File: config.mk
export PLATFORM = sky130hd
export DESIGN_NAME = morph_program_sequencer
export DESIGN_NICKNAME = d
export VERILOG_FILES = /design/src/rtl/morph_program_sequencer.sv
export SDC_FILE = /design/constraint.sdc
export NUM_CORES = 1
export LEC_CHECK = 0
export CORE_ASPECT_RATIO = 1.1
export CORE_MARGIN = 5
export CORE_UTILIZATION = 30
export DETAILED_ROUTE_END_ITERATION = 16
export GPL_TIMING_DRIVEN = 0
export PLACE_DENSITY_LB_ADDON = 0.3
export SYNTH_ARGS = -nofsm -noshare
export SYNTH_HDL_FRONTEND = slang
export SYNTH_SLANG_ARGS = --single-unit
File: constraint.sdc
create_clock -name clk -period 3.6 [get_ports clk]
set_input_delay 0.72 -clock clk [delete_from_list [all_inputs] [get_ports clk]]
set_output_delay 0.72 -clock clk [all_outputs]
set_load 0.02 [all_outputs]
File: src/rtl/morph_program_sequencer.sv
`default_nettype none
// ============================================================================
// Module   : morph_program_sequencer
// Brief    : Issues a loadable opcode program to the morphologic processor for
//            N passes, then captures and streams the accumulated image as words.
// Revision : 1.0 - initial release
// ============================================================================
module morph_program_sequencer #(
    parameter int ImageWidth    = 8,
    parameter int ImageHeight   = 4,
    parameter int OpcodeWidth   = 16,
    parameter int ProgAddrWidth = 3,
    parameter int WordWidth     = 8,
    parameter int PassWidth     = 4
) (
    input  logic                           clk,
    input  logic                           rst,
    input  logic                           prog_we,
    input  logic [ProgAddrWidth-1:0]       prog_addr,
    input  logic [OpcodeWidth-1:0]         prog_data,
    input  logic [ProgAddrWidth:0]         prog_len,
    input  logic [PassWidth-1:0]           passes,
    input  logic                           start,
    input  logic                           abort,
    output logic                           op_valid,
    output logic [OpcodeWidth-1:0]         op_code,
    output logic                           op_first,
    input  logic                           op_ack,
    input  logic [ImageWidth*ImageHeight-1:0] image_acc,
    output logic                           out_valid,
    output logic [WordWidth-1:0]           out_data,
    input  logic                           out_ready,
    output logic                           busy,
    output logic                           done
);

    localparam int c_ImgBits  = ImageWidth * ImageHeight;
    localparam int c_NumWords = c_ImgBits / WordWidth;
    localparam int c_WcWidth  = (c_NumWords > 1) ? $clog2(c_NumWords) : 1;
    localparam int c_Depth    = 1 << ProgAddrWidth;

    localparam logic [2:0] c_StIdle    = 3'd0;
    localparam logic [2:0] c_StIssue   = 3'd1;
    localparam logic [2:0] c_StCapture = 3'd2;
    localparam logic [2:0] c_StDump    = 3'd3;
    localparam logic [2:0] c_StDone    = 3'd4;

    logic [2:0]               r_state;
    logic [OpcodeWidth-1:0]   r_prog [c_Depth];
    logic [ProgAddrWidth:0]   r_len;
    logic [PassWidth-1:0]     r_passes;
    logic [ProgAddrWidth-1:0] r_pc;
    logic [PassWidth-1:0]     r_pass;
    logic [c_WcWidth-1:0]     r_wordCnt;
    logic [c_ImgBits-1:0]     r_shift;
    logic                     r_opValid;
    logic [OpcodeWidth-1:0]   r_opCode;
    logic                     r_opFirst;
    logic                     r_outValid;
    logic                     r_busy;
    logic                     r_done;

    logic                     w_progWrite;
    logic [OpcodeWidth-1:0]   w_firstOp;
    logic [ProgAddrWidth-1:0] w_nextPc;
    logic                     w_pcLast;
    logic                     w_passLast;
    logic                     w_lastWord;

    assign w_progWrite = prog_we && (r_state == c_StIdle);
    // A write to slot 0 coinciding with start must be visible to the first issue.
    assign w_firstOp   = (w_progWrite && (prog_addr == '0)) ? prog_data : r_prog[0];
    assign w_nextPc    = r_pc + ProgAddrWidth'(1);
    assign w_pcLast    = ({1'b0, r_pc} + (ProgAddrWidth+1)'(1)) >= r_len;
    assign w_passLast  = ({1'b0, r_pass} + (PassWidth+1)'(1)) >= {1'b0, r_passes};
    assign w_lastWord  = (r_wordCnt == c_WcWidth'(c_NumWords - 1));

    always_ff @(posedge clk) begin
        if (w_progWrite) begin
            r_prog[prog_addr] <= prog_data;
        end
    end

    always_ff @(posedge clk or negedge rst) begin
        if (!rst) begin
            r_state    <= c_StIdle;
            r_len      <= '0;
            r_passes   <= '0;
            r_pc       <= '0;
            r_pass     <= '0;
            r_wordCnt  <= '0;
            r_shift    <= '0;
            r_opValid  <= 1'b0;
            r_opCode   <= '0;
            r_opFirst  <= 1'b0;
            r_outValid <= 1'b0;
            r_busy     <= 1'b0;
            r_done     <= 1'b0;
        end else begin
            r_done <= 1'b0;
            if (abort && (r_state != c_StIdle)) begin
                r_state    <= c_StIdle;
                r_opValid  <= 1'b0;
                r_opFirst  <= 1'b0;
                r_outValid <= 1'b0;
                r_busy     <= 1'b0;
            end else begin
                case (r_state)
                    c_StIdle: begin
                        if (start) begin
                            r_len    <= prog_len;
                            r_passes <= (passes == '0) ? PassWidth'(1) : passes;
                            r_pc     <= '0;
                            r_pass   <= '0;
                            r_busy   <= 1'b1;
                            if (prog_len == '0) begin
                                r_state <= c_StCapture;
                            end else begin
                                r_state   <= c_StIssue;
                                r_opValid <= 1'b1;
                                r_opFirst <= 1'b1;
                                r_opCode  <= w_firstOp;
                            end
                        end
                    end
                    c_StIssue: begin
                        if (op_ack) begin
                            r_opFirst <= 1'b0;
                            if (!w_pcLast) begin
                                r_pc     <= w_nextPc;
                                r_opCode <= r_prog[w_nextPc];
                            end else if (!w_passLast) begin
                                r_pc     <= '0;
                                r_pass   <= r_pass + PassWidth'(1);
                                r_opCode <= r_prog[0];
                            end else begin
                                r_opValid <= 1'b0;
                                r_state   <= c_StCapture;
                            end
                        end
                    end
                    c_StCapture: begin
                        r_shift    <= image_acc;
                        r_wordCnt  <= '0;
                        r_outValid <= 1'b1;
                        r_state    <= c_StDump;
                    end
                    c_StDump: begin
                        if (out_ready) begin
                            r_shift   <= r_shift << WordWidth;
                            r_wordCnt <= r_wordCnt + c_WcWidth'(1);
                            if (w_lastWord) begin
                                r_outValid <= 1'b0;
                                r_done     <= 1'b1;
                                r_state    <= c_StDone;
                            end
                        end
                    end
                    c_StDone: begin
                        r_busy  <= 1'b0;
                        r_state <= c_StIdle;
                    end
                    default: begin
                        r_state <= c_StIdle;
                    end
                endcase
            end
        end
    end

    assign op_valid  = r_opValid;
    assign op_code   = r_opCode;
    assign op_first  = r_opFirst;
    assign out_valid = r_outValid;
    assign out_data  = r_shift[c_ImgBits-1 -: WordWidth];
    assign busy      = r_busy;
    assign done      = r_done;

endmodule
`default_nettype wire

==> results.toml <==
[pwr]
pwr-share-comb_pct = 34.3
p_sw_uw = 2850
p_sw_share_pct = 34.5
p_seq_share_pct = 37.2
intPower_uw = 5410
powerDensity_nw_per_um2 = 740
power_uw = 8260
p_clk_share_pct = 28.5
power.leakage_uw = 0.00441
vdd_drop_max_uv = 478

[setup_path]
crit_path_start_kind = "flip-flop"
path_cells = "ha_1, xnor2_1, inv_1, buf_2, clkbuf_4, ha_1, o21a_1, nor2_1, a21o_1, nand3_4, buf_2, a41oi_1, o41ai_2"
crit_cells = 13
crit_buf_inv = 4
critPathSlowestCell = "dfrtp_1"
critPathCaptureType = "flip-flop"
critical-path-top-delay-family = "compound AO/OA/AOI/OAI gates"
cpPeakStageDelay_ns = 0.47
cp_max_fo = 10
critical_path_class = "reg2reg"
worstRegToRegCells = 13
cp.arrival_ns = 3.64
critPathRequiredTime_ns = 3.98

[cts]
cts_root_buffer = "clkbuf_16"
numClockSinks = 201
cts_resized = 2
hold_buffers = 0
clk_latency_ns = 0.53
cts_setup_buffers = 0
cts_buffers = 24
clk_pin_slew_ns = 0.06
cts_max_level = 1
cts_buffer_depth = 3
cts_tree = "built"

[place]
port_buffers = 93
gp_congestion = 0.790
dp_hpwl_um = 16100
placed_cells = 1239
pre_cts_ws_ns = -0.151

[die]
dieArea_sq_um = 32900
start_util_pct = 30.6
pin_count = 95
die_y_um = 190
die_w_um = 173
core_area_sq_um = 28800
num_rows = 65

[final_layout]
layout.nets = 974
nFillCells = 2838
seq_area_sq_um = 5670
fin_util_pct = 38.8
area_growth_pct = 26.8
num_antenna_cells = 0
drive_gt1_share_pct = 11.3
final_cells = 1282
multi_input_area_sq_um = 2850

[sta]
grt_setup_unrepaired = "no"
holdWs_ns = 0.126
setup_violations = 0
fin_ws_ns = 0.345
post-route-min-period_ns = 3.25
relSlewSlack_pct = 39.5
hold_viol_final = 0
period_share_pct = 90.4
worst_pin_slew_ns = 0.901
clock_skew_ns = 0.0274
clock.fmax_mhz = 307
finalMaxSlewViolations = 0

[route]
drt-total-wl_um = 23700
routedWlPerCell_um = 18.5
firstDrtPassIters = 5
dr_total_vias = 6318
antenna_left = 0
vias_per_cell = 4.93
drtIter0Drc = 435
remaining_drc_errors = 0

[synthesis]
synth_top_family_by_area = "simple AND/OR/NAND/NOR gates"
synth_edf_count = 128
synthMuxAreaShare_pct = 3.34
synthArstFlopShare_pct = 36.3
synth.distinct_cells = 53
synth_cells = 769
synth_xor_area_share_pct = 0.299
synth-compound-area-share_pct = 8.90
yosys.area_share.simple_pct = 17.8
synth-seq-cells = 201
synthFlopType = "edfxtp_1"
syn_area_per_cell_sq_um = 11.4
seq_area_frac_synth_pct = 64.4
synthAdderAreaFrac_pct = 1.56
ys_warn_count = 0
syn_nets = 846
syn_area_sq_um = 8800

[grt]
antenna_found_initial = 0
grt_max_degree = 49
grt_pass1_vias = 6375
grt_pass1_wl_um = 36800
grt_use_total_pct = 14.1
grt_remaining_overflow = 0

[status]
status = "finished, final reports clean"

[hold_path]
hold_path_class = "in2async"

[flow_run]
cap_viol_max_count = 0
-- registers in the layout, indices dropped and copies added (netlist names), 2 cells and up --
name	flops
r_pc	3
op_code	16
r_shift	32
r_wordCnt	2
r_pass	4
r_len	4
r_prog	128
r_state	3
r_passes	4
-- power groups by stage --
| stage | Clock [uW] | Combinational (uW) | Sequential (uW) |
|---|---|---|---|
| floorplan | 0 | 1640 | 3200 |
| global placement | 0 | 2760 | 3120 |
| detailed placement | 0 | 2820 | 3130 |
| CTS | 2410 | 2850 | 3080 |
| global route | 2500 | 3130 | 3130 |
| finish | 2350 | 2830 | 3080 |
-- final cells by class --
type | instances | share of cell area [%]
buffer | 52 | 2.50
clock buffer | 37 | 6.00
clock inverter | 6 | 0.852
inverter | 11 | 0.415
multi-input combinational | 505 | 25.5
sequential | 201 | 50.8
tap | 368 | 4.13
timing repair buffer | 102 | 9.76
-- cells in the mapped netlist (2+ instances only) --
| cell | count | area share, % |
|---|---|---|
| buf_2 | 13 | 0.74 |
| a31o_2 | 2 | 0.20 |
| or3_1 | 2 | 0.14 |
| edfxtp_1 | 128 | 44 |
| nor2b_1 | 5 | 0.36 |
| inv_1 | 9 | 0.38 |
| buf_1 | 6 | 0.26 |
| xnor2_1 | 2 | 0.20 |
| nand2b_1 | 5 | 0.36 |
| a22o_1 | 3 | 0.30 |
| o41ai_2 | 14 | 2.6 |
| mux2_2 | 3 | 0.38 |
| buf_6 | 2 | 0.26 |
| a41oi_1 | 16 | 1.6 |
| nand3_1 | 75 | 4.3 |
| dfrtp_1 | 73 | 21 |
| ha_1 | 11 | 1.6 |
| nor3_1 | 22 | 1.3 |
| buf_4 | 9 | 0.77 |
| clkbuf_1 | 21 | 0.90 |
| mux2i_1 | 26 | 3.0 |
| a21o_1 | 3 | 0.26 |
| nand2_1 | 205 | 8.7 |
| a31oi_1 | 3 | 0.21 |
| o21ai_0 | 40 | 2.3 |
| o41ai_1 | 2 | 0.20 |
| o21ai_1 | 2 | 0.11 |
| a21oi_1 | 3 | 0.17 |
| o31ai_1 | 3 | 0.26 |
| a211oi_1 | 2 | 0.17 |
| o21a_1 | 2 | 0.17 |
| nor2_1 | 36 | 1.5 |
-- kinds of logic after synthesis --
kind of cell	count (synthesis)
XOR/XNOR	3
flip-flops	201
buffers and inverters	63
adder cells (fa/ha/maj)	11
AND/OR/NAND/NOR	363
multiplexers	29
AO/OA/AOI/OAI	99
-- worst paths after layout --
check	from	endpoint	slack [ns]
worst max-delay path	r_pc[0]$_DFFE_PN0P_	op_code[9]$_DFFE_PN0P_	0.35
worst min-delay path	rst	r_passes[0]$_DFFE_PN0P_	0.13
worst max register to register	r_pc[0]$_DFFE_PN0P_	op_code[9]$_DFFE_PN0P_	0.35
worst min register to register	r_shift[4]$_DFFE_PN0P_	r_shift[4]$_DFFE_PN0P_	0.46
max in group asynchronous	rst	r_shift[27]$_DFFE_PN0P_	2.86
min in group clk	r_shift[4]$_DFFE_PN0P_	r_shift[4]$_DFFE_PN0P_	0.46
-- per-layer routing --
| layer | vias to the layer above | share of wire (%) | track usage [%] |
|---|---|---|---|
| li1 | 3006 | - | - |
| met1 | 3093 | 44 | 18.7 |
| met2 | 185 | 48 | 24.2 |
| met3 | 34 | 5.7 | 2.34 |
| met4 | 0 | 2.1 | 3.78 |
| met5 | - | 0 | 0 |
-- worst register-to-register path, stage by stage (launching register included) --
cell      delay (ns)
dfrtp_1         0.47
ha_1            0.28
xnor2_1         0.20
inv_1           0.07
buf_2           0.18
clkbuf_4        0.23
ha_1            0.29
o21a_1          0.17
nor2_1          0.12
a21o_1          0.21
nand3_4         0.20
buf_2           0.27
a41oi_1         0.31
o41ai_2         0.12
-- metrics by stage --
stage	setup TNS, ns	instance area, sq um
2_1_floorplan	0	8800
3_3_place_gp	-99.87	10200
3_5_place_dp	-1.07	10400
4_1_cts	0	11100
5_1_grt	0	11200
6_report	0	11200
-- cells in the final DEF (no fill, tap or decap), types with 3 or more instances in the layout --
cell type          n
nand2_1          205
edfxtp_1         128
clkdlybuf4s50_1   92
nand3_1           74
dfrtp_1           73
o21ai_0           40
clkbuf_1          30
nor2_1            29
mux2i_1           26
clkbuf_16         24
nor3_1            21
a41oi_1           16
o41ai_2           14
buf_2             12
ha_1              11
buf_4             10
inv_1              9
nor2_2             6
buf_1              6
buf_6              5
nand2b_1           5
nor2b_1            5
buf_8              4
a31oi_1            3
a21o_1             3
a22o_1             3
mux2_2             3
a21oi_1            3
o31ai_1            3
buf_16             3
Note: power is estimated with default switching activity, not from simulation.
